**src/rtl/adder4_seq_ctrl.sv**
```systemverilog
// adder4_seq_ctrl: WIDTH-bit add (optionally subtract) computed one nibble per
// cycle, LSB nibble first, on a single shared 4-bit ripple adder (adder4).
// Operands and results use valid/ready handshakes; carry is chained through
// a register between nibbles.
// Optional feature macro: ADD4_SEQ_SUB_EN adds the in_sub port (A - B).

module adder4 (
    input  logic [3:0] a,
    input  logic [3:0] b,
    input  logic       cin,
    output logic [3:0] sum,
    output logic       cout
);
    // 4-bit ripple carry chain
    always_comb begin
        logic c;
        c   = cin;
        sum = 4'b0;
        for (int i = 0; i < 4; i++) begin
            sum[i] = a[i] ^ b[i] ^ c;
            c      = (a[i] & b[i]) | (a[i] & c) | (b[i] & c);
        end
        cout = c;
    end
endmodule

module adder4_seq_ctrl #(
    parameter int unsigned WIDTH = 16
) (
    input  logic             clk,
    input  logic             rst,
    input  logic             in_valid,
    output logic             in_ready,
    input  logic [WIDTH-1:0] in_a,
    input  logic [WIDTH-1:0] in_b,
    input  logic             in_cin,
`ifdef ADD4_SEQ_SUB_EN
    input  logic             in_sub,
`endif
    output logic             out_valid,
    input  logic             out_ready,
    output logic [WIDTH-1:0] out_sum,
    output logic             out_cout,
    output logic             out_ovf
);
    localparam int unsigned NIB   = WIDTH / 4;
    localparam int unsigned IDX_W = (NIB > 1) ? $clog2(NIB) : 1;

    typedef enum logic [1:0] {IDLE, RUN, DONE} state_e;

    state_e             state_q, state_d;
    logic [IDX_W-1:0]   idx_q, idx_d;
    logic [WIDTH-1:0]   a_q, a_d;
    logic [WIDTH-1:0]   b_q, b_d;
    logic [WIDTH-1:0]   sum_q, sum_d;
    logic               carry_q, carry_d;
    logic               ovf_q, ovf_d;
    logic               in_ready_q, in_ready_d;
    logic               out_valid_q, out_valid_d;
`ifdef ADD4_SEQ_SUB_EN
    logic               sub_q, sub_d;
`endif

    logic [WIDTH-1:0]   b_eff;
    logic [3:0]         a_nib, b_nib, add_sum;
    logic               add_cout;
    logic               last_nib;

    // Effective B operand: inverted for subtraction when enabled
`ifdef ADD4_SEQ_SUB_EN
    assign b_eff = sub_q ? ~b_q : b_q;
`else
    assign b_eff = b_q;
`endif

    assign a_nib    = 4'(a_q >> {idx_q, 2'b00});
    assign b_nib    = 4'(b_eff >> {idx_q, 2'b00});
    assign last_nib = (idx_q == IDX_W'(NIB - 1));

    adder4 u_adder4 (
        .a    (a_nib),
        .b    (b_nib),
        .cin  (carry_q),
        .sum  (add_sum),
        .cout (add_cout)
    );

    // Next-state and registered-output computation
    always_comb begin
        state_d     = state_q;
        idx_d       = idx_q;
        a_d         = a_q;
        b_d         = b_q;
        sum_d       = sum_q;
        carry_d     = carry_q;
        ovf_d       = ovf_q;
        in_ready_d  = in_ready_q;
        out_valid_d = out_valid_q;
`ifdef ADD4_SEQ_SUB_EN
        sub_d       = sub_q;
`endif
        case (state_q)
            IDLE: begin
                if (in_valid) begin
                    a_d        = in_a;
                    b_d        = in_b;
                    idx_d      = '0;
                    state_d    = RUN;
                    in_ready_d = 1'b0;
`ifdef ADD4_SEQ_SUB_EN
                    sub_d      = in_sub;
                    carry_d    = in_sub ? 1'b1 : in_cin;
`else
                    carry_d    = in_cin;
`endif
                end
            end
            RUN: begin
                for (int unsigned i = 0; i < NIB; i++) begin
                    if (idx_q == IDX_W'(i)) begin
                        sum_d[4*i +: 4] = add_sum;
                    end
                end
                carry_d = add_cout;
                if (last_nib) begin
                    state_d     = DONE;
                    out_valid_d = 1'b1;
                    ovf_d       = (a_q[WIDTH-1] == b_eff[WIDTH-1]) &&
                                  (add_sum[3] != a_q[WIDTH-1]);
                end else begin
                    idx_d = idx_q + IDX_W'(1);
                end
            end
            DONE: begin
                if (out_ready) begin
                    state_d     = IDLE;
                    out_valid_d = 1'b0;
                    in_ready_d  = 1'b1;
                end
            end
            default: begin
                state_d     = IDLE;
                in_ready_d  = 1'b1;
                out_valid_d = 1'b0;
            end
        endcase
    end

    // State and datapath registers with synchronous reset
    always_ff @(posedge clk) begin
        if (rst) begin
            state_q     <= IDLE;
            idx_q       <= '0;
            a_q         <= '0;
            b_q         <= '0;
            sum_q       <= '0;
            carry_q     <= 1'b0;
            ovf_q       <= 1'b0;
            in_ready_q  <= 1'b1;
            out_valid_q <= 1'b0;
`ifdef ADD4_SEQ_SUB_EN
            sub_q       <= 1'b0;
`endif
        end else begin
            state_q     <= state_d;
            idx_q       <= idx_d;
            a_q         <= a_d;
            b_q         <= b_d;
            sum_q       <= sum_d;
            carry_q     <= carry_d;
            ovf_q       <= ovf_d;
            in_ready_q  <= in_ready_d;
            out_valid_q <= out_valid_d;
`ifdef ADD4_SEQ_SUB_EN
            sub_q       <= sub_d;
`endif
        end
    end

    assign in_ready  = in_ready_q;
    assign out_valid = out_valid_q;
    assign out_sum   = sum_q;
    assign out_cout  = carry_q;
    assign out_ovf   = ovf_q;

endmodule

```
**config.mk**
```make
export PLATFORM = sky130hd
export DESIGN_NAME = adder4_seq_ctrl
export DESIGN_NICKNAME = d
export VERILOG_FILES = /design/src/rtl/adder4_seq_ctrl.sv
export SDC_FILE = /design/constraint.sdc
export NUM_CORES = 1
export LEC_CHECK = 0
export BUFFER_PORTS_ARGS = -buffer_cell sky130_fd_sc_hd__buf_2
export CELL_PAD_IN_SITES_DETAIL_PLACEMENT = 1
export CELL_PAD_IN_SITES_GLOBAL_PLACEMENT = 2
export CORE_MARGIN = 4
export CORE_UTILIZATION = 29
export CTS_CLUSTER_SIZE = 14
export DETAILED_ROUTE_END_ITERATION = 8
export GPL_TIMING_DRIVEN = 0
export PLACE_DENSITY = 0.78
export SYNTH_ARGS = -nofsm -noshare
export SYNTH_HDL_FRONTEND = slang
export SYNTH_SLANG_ARGS = --single-unit
```
**constraint.sdc**
```tcl
create_clock -name clk -period 3.6 [get_ports clk]
set_clock_uncertainty 0.05 [all_clocks]
set_input_delay 0.36 -clock clk [delete_from_list [all_inputs] [get_ports clk]]
set_output_delay 0.36 -clock clk [all_outputs]
set_load 0.03 [all_outputs]
```
# After elaboration in Yosys (flattened, before gate mapping)
# Index checks and enable logic that the tools add are counted.
# word_totals
word_cells,85
regBits,56
# op_classes
n_eq_ne,11
bitwise,30
reduce_logical,14
n_addsub,1
shifts,2
muxes,15
# op_table
cell,count
right shift 16 x 4 -> 4 bit,2
AND 1 bit,12
AND reduction 2 bit,6
AND reduction 3 bit,4
2-to-1 mux 2 bit,5
inequality test 2 bit (second input constant),4
bitwise OR 1 bit,8
XOR 1 bit,8
== test 2 bit (second input constant),3
one-hot mux 1 bit (3 select lines),2
one-hot mux 2 bit (3 select lines),1
2-to-1 mux 1 bit,5
== test 2 x 1 -> 1 bit (second input constant),2
zero test 2 bit,2
one-hot mux 2 bit (2 select lines),1
adder 2 x 1 -> 2 bit (second input constant),1
NOT 1 bit,2
one-hot mux 1 bit (2 select lines),1
nonzero test 2 bit,1
== test 1 bit,1
logical AND 1 bit,1
inequality test 1 bit,1

# Longest topological paths before layout
# Gate-level depths: netlist (run 1).
# logic_depth
depth_word,14
mapped_depth,10
depth_no_buf,9

# Modules after synthesis
# Synthesis (run 1) repeated with hierarchy kept, for this count alone.
# unflattened
cells_unflattened,263
area_unflattened_um2,2464.9
# modules_own_cells
mod,seq_area_each_um2,cells_per_inst,n_inst,area_per_inst_um2
adder4_seq_ctrl,1121.1,249,1,2347.3
adder4,0.0,14,1,117.6

# Worst setup path before layout (run 1)
# OpenSTA, ideal clock, no wires.
# synth_timing
kind,register to register
from,reg idx_q[0]
to,"reg ovf_q, in the netlist out_ovf"
path_stages_with_launch,11
n_path_buf,1
period_less_slack_ps,3421
required_time_ps,3419
arrival_ps,3240
setup_slack_ps,179
path_cell_list,dfxtp_1 -> buf_2 -> mux4_2 -> fa_1 -> fa_1 -> fa_1 -> inv_1 -> fa_1 -> and3_1 -> nor3_1 -> nor3_1
# synth_via
elab_chain_cells,13
word_cells_on_any_way,23
cone_classes,2 x eq/ne; 2 x shift; 17 x bitwise; 2 x reduce/logical
# synth_rtl
element,line_no,source
start: declaration,52,"logic [IDX_W-1:0] idx_q, idx_d;"
start signal: assignment,166,idx_q <= idx_d;
right shift 16 x 4 -> 4 bit (on tied branches),"76, 77",
AND 1 bit,21,c = (a[i] & b[i]) | (a[i] & c) | (b[i] & c);
bitwise OR 1 bit (2 in a row),21,
AND 1 bit,21,
bitwise OR 1 bit (2 in a row),21,
AND 1 bit,21,
bitwise OR 1 bit (2 in a row),21,
XOR 1 bit,20,sum[i] = a[i] ^ b[i] ^ c;
inequality test 1 bit,129,(add_sum[3] != a_q[WIDTH-1]);
logical AND 1 bit,128,ovf_d = (a_q[WIDTH-1] == b_eff[WIDTH-1]) &&
end signal: assignment,171,ovf_q <= ovf_d;
end: declaration,57,"logic ovf_q, ovf_d;"
# Parallel ways exist; a longest one is shown, timed or not.
# A chain may end at the register's enable or synchronous reset.

# Final worst setup path (run 1)
# layout_timing
from,reg idx_q[1]
to,"reg ovf_q, in the netlist out_ovf"
# Same word-level chain as after synthesis.

==> results of run 1 <==
## area by class of cell
type / count / area [sq um]
tap: 105 / 131
fill: 1009 / 5200
inverter: 5 / 18.8
multi-input combinational: 190 / 1180
clock buffer: 6 / 82.6
timing repair buffer: 63 / 335
buffer: 21 / 165
clock inverter: 2 / 15.0
sequential: 56 / 1120
## flip-flops by register name, indices dropped and copies added (netlist names)
register   flops
a_q           16
b_eff         16
idx_q          2
in_ready       1
out_cout       1
out_ovf        1
out_sum       16
out_valid      1
state_q        2
## synthesized netlist by cell type, drive strengths merged
| cell type | instances |
|---|---|
| nand2 | 77 |
| o21bai | 1 |
| clkbuf | 7 |
| a2bb2oi | 1 |
| a21oi | 54 |
| and2b | 1 |
| a2111oi | 2 |
| nor3b | 1 |
| nor2 | 4 |
| ha | 4 |
| or3b | 2 |
| mux4 | 8 |
| fa | 4 |
| a311oi | 4 |
| inv | 5 |
| nand2b | 2 |
| nand3b | 5 |
| nor3 | 5 |
| and3 | 1 |
| nand3 | 14 |
| buf | 14 |
| dfxtp | 56 |
## final timing paths
check | endpoint | start | depth (start not counted)
max | out_ovf | idx_q[1] | 10
min | a_q[6] | in_a[6] | 3
max reg2reg | out_ovf | idx_q[1] | 10
min reg2reg | out_sum[9] | out_sum[9] | 2
## stage by stage
stage | hold slack, ps | cells
6_report | 221 | 448
5_1_grt | 211 | 448
4_1_cts | 212 | 440
3_5_place_dp | 397 | 432
3_3_place_gp | 390 | 432
2_1_floorplan | 383 | 272
## metal layers
layer,up-vias,part of all wire (%),track usage (%)
met5,-,0,0
met4,0,0.67,3.42
met3,4,3.7,2.64
met2,43,50,24.0
met1,966,46,16.7
li1,1065,-,-
## kinds of logic after synthesis
kind of cell               after synthesis
DFF                                     56
AOI/OAI and AO/OA                       62
muxes                                    8
buffers and inverters                   26
adders and majority gates                8
and+or+nand+nor                        112
## power by group through the flow
stage / sequential, mW / combinational, mW / clock (mW)
global placement: 0.681 / 0.206 / 0
CTS: 0.669 / 0.211 / 0.383
floorplan: 0.692 / 0.128 / 0
detailed placement: 0.683 / 0.209 / 0
global route: 0.673 / 0.241 / 0.409
finish: 0.668 / 0.217 / 0.368
## worst register-to-register path, stage by stage, from the launching register on
cell	delay (ps)
dfxtp_1	390
buf_6	160
mux4_2	560
fa_1	450
fa_1	390
fa_1	380
inv_1	100
fa_2	480
and3_1	200
nor3_1	170
nor3_1	70
## repair_timing
| item | CTS | global route |
|---|---|---|
| pin swaps | 0 | 1 |
| gates resized for setup | 4 | 3 |
| buffers inserted | 0 | 8 |
| endpoints found under the setup margin | 1 | 1 |
==> impl_results.md, run 1 <==
- Hold buffer count at CTS: 0
- HPWL Detailed: 4920 microns
- Share of the synthesized area in compound gates (AO/OA/AOI/OAI): 14.8%
- Mapped Nets: 317
- Proportion of synthesized chip area in sequential cells: 45.4%
- Final critical path time including I/O delays and setup: 3520 ps
- Ratio of routed vias to standard cells: 4.64
- Count of vias placed by the detailed router: 2078
- Required time at the worst-slack endpoint: 3740 ps
- Xor/xnor share of the synthesized area: 0%
- Initial antenna violation count: 0
- Crit path launch type: flip-flop
- Library cell with the largest summed area after synthesis: dfxtp_1
- Fraction of layout instances using a drive strength above 1: 29.7%
- Power density of the placed cells: 410 nW/um^2
- Hold violation total from the final report: 0
- Setup violation total in the final timing report: 0
- Number of global-route vias before repair: 2169
- Count of synthesis-stage warnings from yosys: 0
- Critical setup path kind: reg -> reg
- Number of buffers on the longest clock path: 2
- Worst slack after detailed placement: -162 ps
- Count of maximum capacitance violations: 0
- Most frequent cells in the layout: 77 x nand2_1, 58 x buf_2, 55 x dfxtp_1, 52 x a21oi_1, 14 x nand3_1
- Max Slew Vio Count: 0
- Crit path arrival time: 3660 ps
- Aggregate global-route resource usage: 13.5%
- Worst-skew pair later-pin latency: 310 ps
- Input/output buffers: 55
- Area fraction in and, or, nand and nor cells after synthesis: 20.4%
- Maximum net fanout on the critical path: 9
- Iter 0 DRT Violations: 32
- Critical path capture point type: flip-flop
- Chip width: 100 microns
- Register share of total power: 53.3%
- Arithmetic-cell share of the synthesized area counting full adders, half adders and majority gates: 5.27%
- Post-route ant nets: 0
- Most common cell after layout, fill and taps aside: nand2_1
- Total congestion overflow: 0
- Clk sink count: 56
- Logic gate share of total power: 17.3%
- Critical path's top delay family: adder cells
- TritonCTS clock tree: built
- Leakage Power: 1.22 nW
- Main combinational cell family by area after synthesis: simple AND/OR/NAND/NOR gates
- Cell Chain, Critical Path: buf_6, mux4_2, fa_1, fa_1, fa_1, inv_1, fa_2, and3_1, nor3_1, nor3_1
- Number of core rows: 33
- Buffering stage count on the worst path with inverters included: 2
- Clock-pin transition on the worst setup and hold timing paths: 100 ps
- Worst slew margin relative to its limit: 61.1%
- Die extent in y: 100 microns
- H-tree lvl count: 2
- Setup slack on the worst flop-to-flop path: 80 ps
- Final-stage net count: 387
- Total Routed Length: 6570 microns
- Finished layout cell area: 3050 sq um
- Max frequency: 284 MHz
- Fraction of synthesized area in multiplexers: 7.30%
- Area share of the largest cell type after synthesis: 45.4%
- Cells taking the most area after synthesis: dfxtp_1 45%, nand2_1 12%, a21oi_1 11%, mux4_2 7.3%, buf_6 3.6%
- Cell Area, Synth: 2470 sq um
- Cell at the root of the clock tree: clkbuf_8
- Final total negative setup slack: 0 ps
- Setup WS post-layout: 83.3 ps
- Wire length of the first global-routing pass: 10600 microns
- Total die area: 10100 sq um
- Net switching share of the total power: 28.2%
- Area growth syn-to-layout: 23.7%
- Number of register bits inferred by synthesis: 56
- IR Drop Worst-Case VDD: 0.151 mV
- Final Wtd Congestion: 0.712
- Most frequent CP cell: fa_1
- Part of the cycle the worst path needs: 97.7%
- Pin slew with the least headroom to its limit: 583 ps
- Largest net degree at the start of global routing: 18
- Delay of the slowest cell on the worst path: 560 ps
- Clock network fraction of total power: 29.4%
- Average size of a mapped cell: 9.08 sq um
- Internal Power: 0.899 mW
- Count of unresolved DRC violations after routing: 0
- Core box area: 8260 sq um
- Cell area after placement: 2880 sq um
- Routed wire length per instance: 14.7 microns
- I/O pins: 57
- Cts bufs inserted: 5
- Starting utilization of the core area: 29.9%
- Switching Power: 0.354 mW
- Total design power: 1.25 mW
- Ant diodes: 0
- Core occupancy in the finished layout: 37.0%
- Number of distinct library cells after synthesis: 28
- Number of cells produced by synthesis: 272
- Total iterations of the first detailed-routing run: 4
- Class of the most critical hold timing path: in -> reg
- Cell with the largest stage delay on the worst path: mux4_2
- Result of the run: finished clean
Power figures use the tool's default switching activity.
==> run 2: changes to the inputs <==
Settings changed: CORE_UTILIZATION 29 to 30, CTS_BUF_LIST set to sky130_fd_sc_hd__clkbuf_4 sky130_fd_sc_hd__clkbuf_8, PLACE_DENSITY 0.78 to 0.8.
==> run 2 against run 1 <==
Net effect:
- clock-buffer cell count unchanged
- total power down 1.1%
- non-clock buffer count down 3
- routed wire length down 3.2%
- critical endpoint unchanged
- highest routed layer unchanged
==> impl_results.md, run 2 (synthesized netlist as in run 1, its figures left out) <==
- Total congestion overflow: 0
- Internal Power: 0.896 mW
- Routed wire length per instance: 14.4 microns
- Leakage Power: 1.21 nW
- Setup violation total in the final timing report: 0
- Largest net degree at the start of global routing: 17
- Hold slack: 223 ps
- Worst-skew pair later-pin latency: 310 ps
- Filler instances: 988
- Pin slew with the least headroom to its limit: 587 ps
- Final Wtd Congestion: 0.738
- Number of core rows: 32
- Chip width: 98.7 microns
- Most frequent CP cell: fa_1
- Worst slew margin relative to its limit: 60.9%
- Max frequency: 294 MHz
- Critical setup path kind: reg -> reg
- Total Routed Length: 6360 microns
- Part of the cycle the worst path needs: 94.5%
- Number of placed instances, taps included: 429
- Post-route ant nets: 0
- Maximum net fanout on the critical path: 10
- Final critical path time including I/O delays and setup: 3400 ps
- Total design power: 1.24 mW
- Most frequent cells in the layout: 77 x nand2_1, 58 x buf_2, 54 x dfxtp_1, 52 x a21oi_1, 14 x nand3_1
- Cell at the root of the clock tree: clkbuf_8
- Iter 0 DRT Violations: 49
- Count of unresolved DRC violations after routing: 0
- Power density of the placed cells: 410 nW/um^2
- Count of vias placed by the detailed router: 2078
- Final-stage net count: 384
- Setup WS post-layout: 199 ps
- IR Drop Worst-Case VDD: 0.162 mV
- Critical path capture point type: flip-flop
- Core box area: 7850 sq um
- Clk sink count: 56
- Class of the most critical hold timing path: in -> reg
- Crit path launch type: flip-flop
- Cell Chain, Critical Path: buf_8, mux4_2, fa_1, fa_1, fa_1, inv_1, fa_2, and3_1, nor3_1, nor3_1
- Fraction of layout instances using a drive strength above 1: 29.4%
- Total iterations of the first detailed-routing run: 3
- Number of buffers on the longest clock path: 2
- Most common cell after layout, fill and taps aside: nand2_1
- Count of maximum capacitance violations: 0
- Delay of the slowest cell on the worst path: 530 ps
- Register share of total power: 53.9%
- Net switching share of the total power: 27.7%
- Number of global-route vias before repair: 2157
- Cell with the largest stage delay on the worst path: mux4_2
- Cts bufs inserted: 5
- I/O pins: 57
- Switching Power: 0.343 mW
- Aggregate global-route resource usage: 13.5%
- Worst slack after detailed placement: -144 ps
- H-tree lvl count: 2
- Clock-pin transition on the worst setup and hold timing paths: 100 ps
- Logic gate share of total power: 17.3%
- Wire length of the first global-routing pass: 10600 microns
- Ratio of routed vias to standard cells: 4.70
- Total die area: 9740 sq um
- HPWL Detailed: 4870 microns
- Ant diodes: 0
- Initial antenna violation count: 0
- Hold violation total from the final report: 0
- Core occupancy in the finished layout: 38.5%
- Die extent in y: 98.7 microns
- Input/output buffers: 55
- Setup repair after global routing missed its margin: false
- Starting utilization of the core area: 31.5%
- Area growth syn-to-layout: 22.5%
- Max Slew Vio Count: 0
- Non-filler instance count after layout: 442
- Crit path arrival time: 3540 ps
- Required time at the worst-slack endpoint: 3740 ps
- TritonCTS clock tree: built
- Result of the run: finished clean
- Clock network fraction of total power: 28.8%
[run 2: through the flow]
step                cell area [sq um]  TNS, ps
floorplan                        2470        0
global placement                 2870     -114
detailed placement               2870     -144
CTS                              2980        0
global route                     3020        0
finish                           3020        0
[run 2: cell type report]
type | count | area (sq um) | area share (%)
plain buffers | 21 | 165 | 5.46
clock buffers | 6 | 82.6 | 2.73
clock inverters | 2 | 10.0 | 0.331
inverters | 5 | 18.8 | 0.621
multi-input cells | 190 | 1180 | 39.1
flip-flops and latches | 56 | 1120 | 37.2
well taps | 102 | 128 | 4.22
repair buffers | 60 | 313 | 10.3
[run 2: routing by layer]
layer	global-route usage, %	vias up	share of wire (%)
met3	2.48	5	3.2
met1	17.1	980	45
met5	0	-	0
met2	23.8	37	51
met4	3.36	0	0.90
li1	-	1056	-
[run 2: final timing paths]
path / slack, ps / from / cells past startpoint / end
max: 200 / idx_q[0] / 10 / out_ovf
min: 220 / in_a[6] / 3 / a_q[6]
max reg2reg: 200 / idx_q[0] / 10 / out_ovf
min reg2reg: 410 / out_sum[10] / 2 / out_sum[10]
[run 2: what timing repair did]
| item | in CTS | in global routing |
|---|---|---|
| pin swaps | 0 | 1 |
| setup buffers | 0 | 5 |
| resized for setup | 4 | 4 |
| setup endpoints to repair | 1 | 1 |
| endpoints found under the hold margin | 0 | 0 |
| hold buffers | 0 | 0 |
[run 2: critical path, delay by kind of cell (launching register included)]
kind                     cells  cell delay, ps
AND/OR/NAND/NOR              3             420
adder cells (fa/ha/maj)      4            1660
multiplexers                 1             530
buffers and inverters        2             250
flip-flops                   1             370
[run 2: power by group through the flow]
stage | sequential [mW] | combinational (mW) | clock, mW
5_1_grt | 0.672 | 0.240 | 0.396
2_1_floorplan | 0.692 | 0.128 | 0
6_report | 0.668 | 0.214 | 0.357
3_3_place_gp | 0.681 | 0.206 | 0
3_5_place_dp | 0.682 | 0.210 | 0
4_1_cts | 0.668 | 0.213 | 0.370
==> run 3: changes to the inputs <==
Settings changed: BUFFER_PORTS_ARGS -buffer_cell sky130_fd_sc_hd__buf_2 to -buffer_cell sky130_fd_sc_hd__buf_4.
==> run 3 against run 2 <==
Net effect:
- non-clock buffer count is 4 lower
- critical path depth unchanged
- register-to-register slack worse by 50 ps
- die area stayed put
- clock power shrank 4%
- sequential share of layout area is 1.3 points lower
- total power fell by 0.30%
- sequential power is essentially flat
- final cell count decreased by 1.1%
- worst hold slack better by 13 ps
- largest cell class unchanged
- setup slack got worse by 45 ps
==> impl_results.md, run 3 (synthesized netlist as in run 1, its figures left out) <==
- Result of the run: finished clean
- Ant diodes: 0
- Iter 0 DRT Violations: 44
- Length in cells of the worst reg-to-reg path: 10
- Input/output buffers: 55
- Setup violation total in the final timing report: 0
- Chip width: 98.7 microns
- HPWL Detailed: 4820 microns
- Ratio of routed vias to standard cells: 4.69
- Startpoint of the worst hold path: in_b[1]
- Routed length on met2: 3200 microns
- Total congestion overflow: 0
- Total die area: 9740 sq um
- Core occupancy in the finished layout: 40.0%
- Max frequency: 290 MHz
- Setup slack on the worst flop-to-flop path: 150 ps
- Post-route ant nets: 0
- Wire length of the first global-routing pass: 10300 microns
- Number of global-route vias before repair: 2056
- Initial antenna violation count: 0
- Fraction of layout instances using a drive strength above 1: 28.7%
- Largest net degree at the start of global routing: 17
- Count of vias placed by the detailed router: 2049
- Maximum net fanout on the critical path: 10
- End point of the critical path: out_ovf
- Critical setup path kind: reg -> reg
- Max Slew Vio Count: 0
- Filler instances: 982
- Most frequent CP cell: fa_1
- Buffering stage count on the worst path with inverters included: 2
- Cell Chain, Critical Path: buf_12, mux4_2, fa_1, fa_1, fa_1, inv_1, fa_2, and3_1, nor3_2, nor3_1
- Core box area: 7850 sq um
- Highest routed metal layer: met4
- Worst slew margin relative to its limit: 59.3%
- R2r startpoint: idx_q[1]
- Die extent in y: 98.7 microns
- IR Drop Worst-Case VDD: 0.142 mV
- Cell with the largest stage delay on the worst path: mux4_2
- Pin slew with the least headroom to its limit: 610 ps
- Clk sink count: 56
- Count of unresolved DRC violations after routing: 0
- Critical path launch point: idx_q[1]
- Part of the cycle the worst path needs: 95.7%
- Non-filler instance count after layout: 437
- Critical path capture point type: flip-flop
- Final-stage net count: 380
- Most common cell after layout, fill and taps aside: nand2_1
- Routed wire length per instance: 14.8 microns
- TritonCTS clock tree: built
- Most frequent cells in the layout: 77 x nand2_1, 57 x buf_4, 54 x dfxtp_1, 52 x a21oi_1, 14 x nand3_1
- Class of the most critical hold timing path: in -> reg
- Cts bufs inserted: 5
- Setup repair after global routing missed its margin: false
- Crit path arrival time: 3580 ps
- Met3 layer wire length in the routed design: 285 microns
- Power density of the placed cells: 394 nW/um^2
- Routed metal-1 wire length: 2900 microns
- Required time at the worst-slack endpoint: 3740 ps
- Cell at the root of the clock tree: clkbuf_8
- Hold violation total from the final report: 0
- I/O pins: 57
- Final Wtd Congestion: 0.735
- Final critical path time including I/O delays and setup: 3450 ps
- Aggregate global-route resource usage: 13.4%
- Worst-skew pair later-pin latency: 310 ps
- Starting utilization of the core area: 31.5%
- Crit path launch type: flip-flop
- Area growth syn-to-layout: 27.0%
- Count of cell instances traversed by the critical path: 10
- Number of core rows: 32
- Count of maximum capacitance violations: 0
- Worst reg2reg endpoint: out_ovf
- Number of placed instances, taps included: 429
- Total Routed Length: 6460 microns
- Delay of the slowest cell on the worst path: 560 ps
- Critical path's top delay family: adder cells
- Leakage Power: 1.21 nW
- Clock-pin transition on the worst setup and hold timing paths: 100 ps
- Total iterations of the first detailed-routing run: 4
- H-tree lvl count: 2
- Number of buffers on the longest clock path: 2
run 3: per-stage QoR:
stage | cell area [sq um] | hold slack [ps] | worst slack [ps] | power, mW | TNS (ps)
final | 3140 | 236 | 154 | 1.24 | 0
after global routing | 3140 | 228 | 7.97 | 1.30 | 0
after detailed placement | 3010 | 396 | -178 | 0.908 | -178
after CTS | 3110 | 223 | 14.6 | 1.25 | 0
after floorplan | 2470 | 383 | 179 | 0.821 | 0
after global placement | 3010 | 388 | -126 | 0.903 | -126
run 3: layout make-up:
cell class / count / area [sq um] / share of cell area, %
Timing Repair Buffer: 56 / 420 / 13.4
Multi-Input combinational cell: 190 / 1190 / 37.9
Inverter: 5 / 18.8 / 0.599
Sequential cell: 56 / 1130 / 35.9
Tap cell: 102 / 128 / 4.07
Clock buffer: 5 / 68.8 / 2.19
Clock inverter: 2 / 12.5 / 0.399
Buffer: 21 / 174 / 5.55
run 3: worst min path at each step:
| stage | end | cells past startpoint |
|---|---|---|
| after floorplan | a_q[10] | 2 |
| after CTS | a_q[6] | 3 |
| after global placement | b_eff[12] | 2 |
| after detailed placement | b_eff[9] | 2 |
| final | b_eff[1] | 3 |
| after global routing | b_eff[6] | 3 |
run 3: power breakdown:
group	switching, mW	internal [mW]
Sequential	0.0188	0.649
Clock	0.208	0.133
Combinational	0.121	0.105
run 3: metal layers:
metal  GRT usage (%)  vias to the layer above
met1            16.8                      953
li1                -                     1049
met4            3.47                        0
met2            23.2                       39
met3            3.33                        8
met5               0                        -
run 3: worst register-to-register path: stages, from the launching register on:
cell and delay (ps):
dfxtp_4 380, buf_12 140, mux4_2 560, fa_1 460, fa_1 390, fa_1 380, inv_1 90, fa_2 460
and3_1 200, nor3_2 140, nor3_1 60
run 3: timing repair:
action,CTS,global route
setup buffers,0,1
resized for setup,6,6
pin swaps,0,1
setup endpoints to repair,1,1
hold buffers,0,0
